**src/rtl/ysyx_23060042_pkg.sv**
```systemverilog
// Shared types for the memory arbiter: FSM states, transaction owner and the
// default abort timeout.
package ysyx_23060042_pkg;

  typedef enum logic [1:0] {
    ST_IDLE = 2'd0,
    ST_REQ  = 2'd1,
    ST_WAIT = 2'd2
  } state_e;

  typedef enum logic {
    OWN_IFU = 1'b0,
    OWN_LSU = 1'b1
  } owner_e;

  localparam int unsigned DEFAULT_TIMEOUT = 255;

endpackage

```
**src/rtl/ysyx_23060042_memarb.sv**
```systemverilog
// IFU/LSU to single-port memory arbiter with one outstanding transaction and abort-on-timeout.
// Define YSYX_23060042_MEMARB_RR_EN for round-robin arbitration; default is fixed LSU priority.
module ysyx_23060042_memarb
  import ysyx_23060042_pkg::*;
#(
  parameter int unsigned TIMEOUT = DEFAULT_TIMEOUT
) (
  input  logic        clk,
  input  logic        rst,
  input  logic        ifu_req_valid,
  output logic        ifu_req_ready,
  input  logic [31:0] ifu_addr,
  output logic        ifu_rsp_valid,
  output logic [31:0] ifu_rdata,
  input  logic        lsu_req_valid,
  output logic        lsu_req_ready,
  input  logic [31:0] lsu_addr,
  input  logic        lsu_wen,
  input  logic [31:0] lsu_wdata,
  input  logic [3:0]  lsu_wmask,
  output logic        lsu_rsp_valid,
  output logic [31:0] lsu_rdata,
  output logic        rsp_err,
  output logic        mem_req_valid,
  input  logic        mem_req_ready,
  output logic [31:0] mem_addr,
  output logic        mem_wen,
  output logic [31:0] mem_wdata,
  output logic [3:0]  mem_wmask,
  input  logic        mem_rsp_valid,
  input  logic [31:0] mem_rdata
);

  localparam logic [7:0] TimeoutCnt = 8'(TIMEOUT);

  state_e      state_q, state_d;
  owner_e      owner_q, owner_d;
  logic [31:0] addr_q, addr_d;
  logic        wen_q, wen_d;
  logic [31:0] wdata_q, wdata_d;
  logic [3:0]  wmask_q, wmask_d;
  logic [7:0]  cnt_q, cnt_d;
  logic        ifu_rsp_q, ifu_rsp_d;
  logic        lsu_rsp_q, lsu_rsp_d;
  logic        err_q, err_d;
  logic [31:0] ifu_rdata_q, ifu_rdata_d;
  logic [31:0] lsu_rdata_q, lsu_rdata_d;
  logic        lsu_wins, grant_ifu, grant_lsu;
  logic        finish, abort;
  logic [31:0] rsp_data;

`ifdef YSYX_23060042_MEMARB_RR_EN
  owner_e last_grant_q, last_grant_d;

  // On a collision the requester that was not granted last time wins.
  assign lsu_wins     = lsu_req_valid && (!ifu_req_valid || last_grant_q == OWN_IFU);
  assign last_grant_d = grant_lsu ? OWN_LSU : (grant_ifu ? OWN_IFU : last_grant_q);

  always_ff @(posedge clk or negedge rst) begin
    if (!rst) last_grant_q <= OWN_IFU;
    else      last_grant_q <= last_grant_d;
  end
`else
  assign lsu_wins = lsu_req_valid;
`endif

  assign grant_lsu = (state_q == ST_IDLE) && lsu_wins;
  assign grant_ifu = (state_q == ST_IDLE) && ifu_req_valid && !lsu_wins;

  // Readies are gated by reset so every output is low while reset is held.
  assign ifu_req_ready = grant_ifu && rst;
  assign lsu_req_ready = grant_lsu && rst;

  always_comb begin
    state_d     = state_q;
    owner_d     = owner_q;
    addr_d      = addr_q;
    wen_d       = wen_q;
    wdata_d     = wdata_q;
    wmask_d     = wmask_q;
    cnt_d       = cnt_q;
    ifu_rsp_d   = 1'b0;
    lsu_rsp_d   = 1'b0;
    err_d       = 1'b0;
    ifu_rdata_d = ifu_rdata_q;
    lsu_rdata_d = lsu_rdata_q;
    finish      = 1'b0;
    abort       = 1'b0;
    rsp_data    = 32'h0;

    unique case (state_q)
      ST_IDLE: begin
        if (grant_lsu) begin
          owner_d = OWN_LSU;
          addr_d  = lsu_addr;
          wen_d   = lsu_wen;
          wdata_d = lsu_wdata;
          wmask_d = lsu_wmask;
          cnt_d   = 8'd0;
          state_d = ST_REQ;
        end else if (grant_ifu) begin
          owner_d = OWN_IFU;
          addr_d  = ifu_addr;
          wen_d   = 1'b0;
          wdata_d = 32'h0;
          wmask_d = 4'h0;
          cnt_d   = 8'd0;
          state_d = ST_REQ;
        end
      end
      ST_REQ: begin
        cnt_d = cnt_q + 8'd1;
        if (cnt_d == TimeoutCnt) abort = 1'b1;
        else if (mem_req_ready)  state_d = ST_WAIT;
      end
      ST_WAIT: begin
        cnt_d = cnt_q + 8'd1;
        if (mem_rsp_valid)               finish = 1'b1;
        else if (cnt_d == TimeoutCnt)    abort  = 1'b1;
      end
      default: state_d = ST_IDLE;
    endcase

    // A real response beats a timeout landing in the same cycle.
    if (finish || abort) begin
      state_d  = ST_IDLE;
      err_d    = abort;
      rsp_data = (abort || wen_q) ? 32'h0 : mem_rdata;
      if (owner_q == OWN_LSU) begin
        lsu_rsp_d   = 1'b1;
        lsu_rdata_d = rsp_data;
      end else begin
        ifu_rsp_d   = 1'b1;
        ifu_rdata_d = rsp_data;
      end
    end
  end

  always_ff @(posedge clk or negedge rst) begin
    if (!rst) begin
      state_q     <= ST_IDLE;
      owner_q     <= OWN_IFU;
      addr_q      <= 32'h0;
      wen_q       <= 1'b0;
      wdata_q     <= 32'h0;
      wmask_q     <= 4'h0;
      cnt_q       <= 8'd0;
      ifu_rsp_q   <= 1'b0;
      lsu_rsp_q   <= 1'b0;
      err_q       <= 1'b0;
      ifu_rdata_q <= 32'h0;
      lsu_rdata_q <= 32'h0;
    end else begin
      state_q     <= state_d;
      owner_q     <= owner_d;
      addr_q      <= addr_d;
      wen_q       <= wen_d;
      wdata_q     <= wdata_d;
      wmask_q     <= wmask_d;
      cnt_q       <= cnt_d;
      ifu_rsp_q   <= ifu_rsp_d;
      lsu_rsp_q   <= lsu_rsp_d;
      err_q       <= err_d;
      ifu_rdata_q <= ifu_rdata_d;
      lsu_rdata_q <= lsu_rdata_d;
    end
  end

  assign mem_req_valid = (state_q == ST_REQ);
  assign mem_addr      = addr_q;
  assign mem_wen       = wen_q;
  assign mem_wdata     = wdata_q;
  assign mem_wmask     = wmask_q;
  assign ifu_rsp_valid = ifu_rsp_q;
  assign lsu_rsp_valid = lsu_rsp_q;
  assign rsp_err       = err_q;
  assign ifu_rdata     = ifu_rdata_q;
  assign lsu_rdata     = lsu_rdata_q;

endmodule

```
**config.mk**
```make
export PLATFORM = sky130hd
export DESIGN_NAME = ysyx_23060042_memarb
export DESIGN_NICKNAME = d
export VERILOG_FILES = /design/src/rtl/ysyx_23060042_pkg.sv /design/src/rtl/ysyx_23060042_memarb.sv
export SDC_FILE = /design/constraint.sdc
export NUM_CORES = 1
export LEC_CHECK = 0
export ABC_AREA = 1
export BUFFER_PORTS_ARGS = -buffer_cell sky130_fd_sc_hd__buf_4
export CAP_MARGIN = 20
export CORE_ASPECT_RATIO = 1.25
export CORE_MARGIN = 5
export CORE_UTILIZATION = 48
export CTS_CLUSTER_SIZE = 24
export DETAILED_ROUTE_END_ITERATION = 16
export GPL_ROUTABILITY_DRIVEN = 1
export PLACE_DENSITY = 0.83
export SYNTH_ARGS = -nofsm -noshare
export SYNTH_HDL_FRONTEND = slang
export SYNTH_SLANG_ARGS = --single-unit
```
**constraint.sdc**
```tcl
create_clock -name clk -period 2.75 [get_ports clk]
set_clock_uncertainty 0.15 [all_clocks]
set_input_delay 0.6875 -clock clk [delete_from_list [all_inputs] [get_ports clk]]
set_output_delay 0.6875 -clock clk [all_outputs]
set_load 0.01 [all_outputs]
```
==> flow_metrics.py, run 1 <==
metrics = {
    "clock_network": {
        "cts_root_buf": "clkbuf_16",
        "cts_made_buffers": 17,
        "clk_pin_slew_ps": 60,
        "postCtsSetupBuffers": 0,
        "clk_path_buf_depth": 2,
        "ctsResizeCount": 0,
        "postCtsHoldBufs": 0,
        "htreeDepth": 4,
        "cts_tree": "done",
        "cts.sinks": 147,
        "clkLatencyLatePin_ps": 400,
    },
    "routing": {
        "dr.pass1.iters": 5,
        "drtIter0Drc": 464,
        "finalWirelength_um": 20600,
        "vias_per_cell": 5.34,
        "wl_per_cell_um": 17.6,
        "vias": 6235,
        "ant_nets": 0,
        "post-route-drc-count": 0,
    },
    "critical_path": {
        "timing.rr.end": "cnt_q[3]",
        "rr_worst_depth": 10,
        "timing.rr.start": "state_q[0]",
        "cp.arrival_ps": 1790,
        "cp_max_fo": 10,
        "crit_path_end_kind": "primary output",
        "critPathRequiredTime_ps": 1910,
        "worstSetupStartpointType": "register",
        "critPathKind": "register to primary output",
        "reg2reg_slack_ps": 360,
    },
    "synthesis": {
        "synth-seq-cells": 147,
        "syn_area_um2": 6490,
        "synth_cell_types": 24,
        "ys_seq_area_frac": 0.567,
        "syn-num-nets": 866,
        "yosysWarnings": 0,
        "syn-instance-count": 720,
        "synth_area_per_cell_um2": 9.01,
    },
    "timing": {
        "max_freq_mhz": 380,
        "period_needed_ps": 2630,
        "finalMaxSlewViolations": 0,
        "hold_violations": 0,
        "fin_setup_tns_ps": 0,
        "slew_headroom": 0.454,
        "post-route-period-util": 0.956,
        "worst_slew_pin_slew_ps": 819,
        "rsz0062_at_grt": "false",
        "setup_viol": 0,
        "finalWorstSetupSlack_ps": 120,
    },
    "placement": {
        "gp_congestion": 0.841,
        "dp_hpwl_um": 14500,
        "portBuffers": 277,
        "pre_cts_ws_ps": 208,
    },
    "die": {
        "die_h_um": 140,
        "dieArea_um2": 16000,
        "core_um2": 13200,
        "rows": 47,
        "dieWidth_um": 114,
        "pin_count": 278,
        "start_util": 0.490,
    },
    "layout": {
        "final_util": 0.701,
        "n_antenna_cell": 0,
        "fin_nets": 1129,
        "syn2layout_area_growth_pct": 43.0,
        "drive_above_1_share": 0.342,
    },
    "global_route": {
        "use_met1": 0.305,
        "antenna_found_initial": 0,
        "grt_pass1_wl_um": 31900,
        "met3_usage": 0.0824,
        "grt_busiest_layer": "met2",
        "grt-ovfl-total": 0,
        "track_usage": 0.251,
        "grt_pass1_vias": 6238,
        "grt_use_met2": 0.414,
        "grt_max_degree": 148,
    },
    "outcome": {
        "status": "complete, no violations",
    },
    "power_and_ir_drop": {
        "p_per_area_nw_per_um2": 1150,
        "power_leakage_nw": 4.79,
        "max-vdd-ir-drop_v": 0.000668,
    },
    "run": {
        "cap_violations": 0,
    },
    "worst_hold_path": {
        "hp-class": "input port to async pin",
    },
}
==> how the worst max path moves through the flow <==
stage          slack, ps       endpoint        from
3_3_place_gp         320  lsu_rdata[17]    cnt_q[0]
6_report             120  ifu_req_ready  state_q[0]
5_1_grt               10  ifu_req_ready  state_q[0]
4_1_cts              120  ifu_req_ready  state_q[0]
2_1_floorplan        550  ifu_req_ready  state_q[0]
3_5_place_dp         210  lsu_rdata[25]    cnt_q[0]
==> critical path, cell delays in order (launching register included) <==
cell and delay (ps):
dfrtp_1 410, inv_1 120, ha_2 220, nand2_1 230
nor3_1 240, buf_4 160
==> cell type report <==
class	count	area, um^2
clock buffers	18	429
repair buffers	294	2230
inverters	53	199
multi-input cells	470	2360
flip-flops and latches	147	3680
well taps	171	214
fillers	1053	3950
clock inverters	14	178
==> flip-flops by register name, summed over array words and instances (netlist names) <==
signal / count
cnt_q: 8
ifu_rdata: 32
ifu_rsp_valid: 1
lsu_rdata: 32
lsu_rsp_valid: 1
mem_addr: 32
mem_wdata: 32
mem_wen: 1
mem_wmask: 4
owner_q: 1
rsp_err: 1
state_q: 2
==> layout by cell type, fill, tap and decap left out <==
master      netlist  routed
ha_1              7       6
buf_4             6     291
nand3_2           1       1
bufinv_16         0       3
o21ai_2           1       1
nand3_1          40      40
inv_2             2       2
inv_6             0       4
a21oi_1          33      33
buf_12            0       1
buf_6             6       2
a32o_1           36      36
clkbuf_1         28       1
nor2_1           73      73
ha_2              0       1
o22ai_1           6       6
xor2_1            1       1
nor2_4            4       5
clkinvlp_4        0       4
inv_1            51      51
clkbuf_16         0      17
o21ai_0          49      49
dfrtp_1         147     147
o21ai_1          52      52
clkinv_2          0       1
nor2_2            2       2
clkinv_4          0       2
nand2_1         159     159
nor3_1            1       1
nand2_2           4       4
==> cell families after synthesis <==
logic type      after synthesis  synth area share
buf+inv                     104            0.0723
fa+ha+maj                     7            0.0135
xor+xnor                      1           0.00135
compound gates              177             0.166
simple gates                284             0.180
flops                       147             0.567
==> power breakdown <==
| group | leakage (nW) | switching [mW] | internal [mW] |
|---|---|---|---|
| clock network | 0.284 | 0.941 | 1.44 |
| registers | 1.86 | 0.526 | 3.11 |
| logic | 2.65 | 2.62 | 2.01 |
| total | 4.79 | 4.09 | 6.56 |
==> per-stage QoR <==
stage | power (mW) | area [um^2] | hold slack [ps] | cells
floorplan | 5.95 | 6490 | 242 | 720
global placement | 8.18 | 8660 | 314 | 1134
detailed placement | 8.32 | 8660 | 321 | 1134
CTS | 10.7 | 9270 | 321 | 1166
global route | 11.3 | 9280 | 314 | 1167
finish | 10.7 | 9280 | 245 | 1167
==> synth_stat cells <==
| master | number | area [um^2] |
|---|---|---|
| o21ai_0 | 49 | 245 |
| nor2_4 | 4 | 45.0 |
| buf_1 | 2 | 7.51 |
| nor2_1 | 73 | 274 |
| nand2_1 | 159 | 597 |
| inv_1 | 51 | 191 |
| buf_6 | 6 | 67.6 |
| xor2_1 | 1 | 8.76 |
| ha_1 | 7 | 87.6 |
| buf_4 | 6 | 45.0 |
| a21oi_1 | 33 | 165 |
| dfrtp_1 | 147 | 3680 |
| o22ai_1 | 6 | 37.5 |
| nor3_1 | 1 | 5.00 |
| nor2_2 | 2 | 12.5 |
| buf_2 | 9 | 45.0 |
| o21ai_1 | 52 | 260 |
| a32o_1 | 36 | 360 |
| clkbuf_1 | 28 | 105 |
| inv_2 | 2 | 7.51 |
| nand3_2 | 1 | 10.0 |
| nand3_1 | 40 | 200 |
| nand2_2 | 4 | 25.0 |
| o21ai_2 | 1 | 8.76 |
==> metal layers <==
layer  vias to the layer above  part of all wire
li1                       2922                 -
met1                      2980              0.38
met2                       295              0.50
met3                        38             0.098
met4                         0             0.029
met5                         -                 0
Power figures use the tool's default switching activity.
==> run 2, diff against run 1 <==
Settings changed: BUFFER_PORTS_ARGS -buffer_cell sky130_fd_sc_hd__buf_4 to -buffer_cell sky130_fd_sc_hd__buf_2.
==> run 2 against run 1 <==
- sequential share of layout area grew 3.2 points
- critical path type unchanged
- sequential power about the same
- highest routed layer unchanged
- core utilization shrank 5.2 points
- via count down 0.42%
- setup slack better by 56 ps
- flip-flop and latch count unchanged
- clock-buffer cell count down 1
==> flow_metrics.py, run 2 (synthesis gave the netlist of run 1 again) <==
metrics = {
    "outcome": {
        "status": "complete, no violations",
    },
    "power_and_ir_drop": {
        "power_leakage_nw": 4.62,
        "p_per_area_nw_per_um2": 1170,
        "intPower_mw": 5.90,
        "max-vdd-ir-drop_v": 0.000626,
        "swShare": 0.413,
        "comb_power_share": 0.402,
        "pwr-share-seq": 0.362,
        "finalPower_mw": 10.0,
        "p_clk_frac": 0.236,
        "p_sw_mw": 4.15,
    },
    "layout": {
        "final_common_cell": "buf_2",
        "final_util": 0.649,
        "fin_cells": 1166,
        "n_antenna_cell": 0,
        "final_cell_mix": "276 x buf_2, 159 x nand2_1, 147 x dfrtp_1",
        "drive_above_1_share": 0.344,
        "syn2layout_area_growth_pct": 32.4,
        "fin_nets": 1128,
    },
    "die": {
        "start_util": 0.490,
        "core_um2": 13200,
        "pin_count": 278,
        "rows": 47,
        "dieArea_um2": 16000,
        "die_h_um": 140,
        "dieWidth_um": 114,
    },
    "global_route": {
        "track_usage": 0.250,
        "grt_pass1_vias": 6301,
        "grt_max_degree": 148,
        "antenna_found_initial": 0,
        "grt_pass1_wl_um": 32000,
        "grt-ovfl-total": 0,
    },
    "routing": {
        "wl_per_cell_um": 17.3,
        "post-route-drc-count": 0,
        "drtIter0Drc": 550,
        "finalWirelength_um": 20200,
        "vias_per_cell": 5.33,
        "ant_nets": 0,
        "dr.pass1.iters": 5,
        "vias": 6209,
    },
    "timing": {
        "post-route-period-util": 0.936,
        "rsz0062_at_grt": "false",
        "finalWorstSetupSlack_ps": 176,
        "slew_headroom": 0.425,
        "period_needed_ps": 2570,
        "finalMaxSlewViolations": 0,
        "worst_slew_pin_slew_ps": 862,
        "hold_violations": 0,
        "max_freq_mhz": 389,
        "setup_viol": 0,
        "fin_setup_tns_ps": 0,
    },
    "clock_network": {
        "postCtsHoldBufs": 0,
        "clkLatencyLatePin_ps": 410,
        "cts_made_buffers": 17,
        "postCtsSetupBuffers": 0,
        "htreeDepth": 4,
        "cts_root_buf": "clkbuf_16",
        "cts.sinks": 147,
        "clk_pin_slew_ps": 60,
        "clk_path_buf_depth": 2,
        "ctsResizeCount": 0,
        "cts_tree": "done",
    },
    "critical_path": {
        "worstSetupStartpointType": "register",
        "critPathKind": "register to primary output",
        "cp.arrival_ps": 1740,
        "crit_path_end_kind": "primary output",
        "critPathRequiredTime_ps": 1910,
        "cp_max_fo": 10,
    },
    "placement": {
        "dp_hpwl_um": 14100,
        "gp_congestion": 0.823,
        "pre_cts_ws_ps": 259,
        "place_inst": 1133,
        "portBuffers": 277,
    },
    "worst_hold_path": {
        "hp-class": "input port to async pin",
    },
    "run": {
        "cap_violations": 0,
    },
}
[run 2: final cells by class]
| type | count | area [um^2] |
|---|---|---|
| fill | 1127 | 4640 |
| multi-input combinational | 470 | 2360 |
| clock inverter | 15 | 178 |
| sequential | 147 | 3680 |
| clock buffer | 17 | 425 |
| timing repair buffer | 293 | 1540 |
| tap | 171 | 214 |
| inverter | 53 | 199 |
[run 2: path summary, 6_finish.rpt]
kind	startpoint	endpoint	slack (ps)	cells past startpoint
max	state_q[0]	lsu_req_ready	180	5
min	rst	lsu_rdata[7]	180	2
max reg2reg	cnt_q[0]	ifu_rdata[13]	330	13
min reg2reg	ifu_rdata[6]	ifu_rdata[6]	330	2
max in group asynchronous	rst	state_q[1]	1560	2
min in group clk	ifu_rdata[6]	ifu_rdata[6]	330	2
[run 2: critical path, cell delays in order (launching register included)]
cell and delay, ps:
dfrtp_1 420, inv_1 130, ha_2 250, nand2_1 220
nor2_1 160, buf_2 150
[run 2: per-stage QoR]
step | area [um^2] | hold WS, ps
after floorplan | 6490 | 242
after global placement | 7970 | 307
after detailed placement | 7970 | 314
after CTS | 8580 | 304
after global routing | 8590 | 342
final | 8590 | 185
[run 2: per-layer routing]
| layer | wire length [um] | up-vias | share of wire | global-route usage |
|---|---|---|---|---|
| met5 | 0 | - | 0 | 0 |
| met4 | 539 | 0 | 0.027 | 0.0976 |
| met3 | 1840 | 39 | 0.091 | 0.0656 |
| met2 | 10200 | 308 | 0.51 | 0.420 |
| met1 | 7550 | 2950 | 0.37 | 0.305 |
| li1 | - | 2912 | - | - |
[run 2: power groups by stage]
stage               logic (mW)  registers (mW)  clock network [mW]
floorplan                 1.90            4.05                   0
global placement          3.95            3.63                   0
detailed placement        4.05            3.66                   0
CTS                       4.06            3.64                2.41
global route              4.47            3.75                2.50
finish                    4.04            3.64                2.37
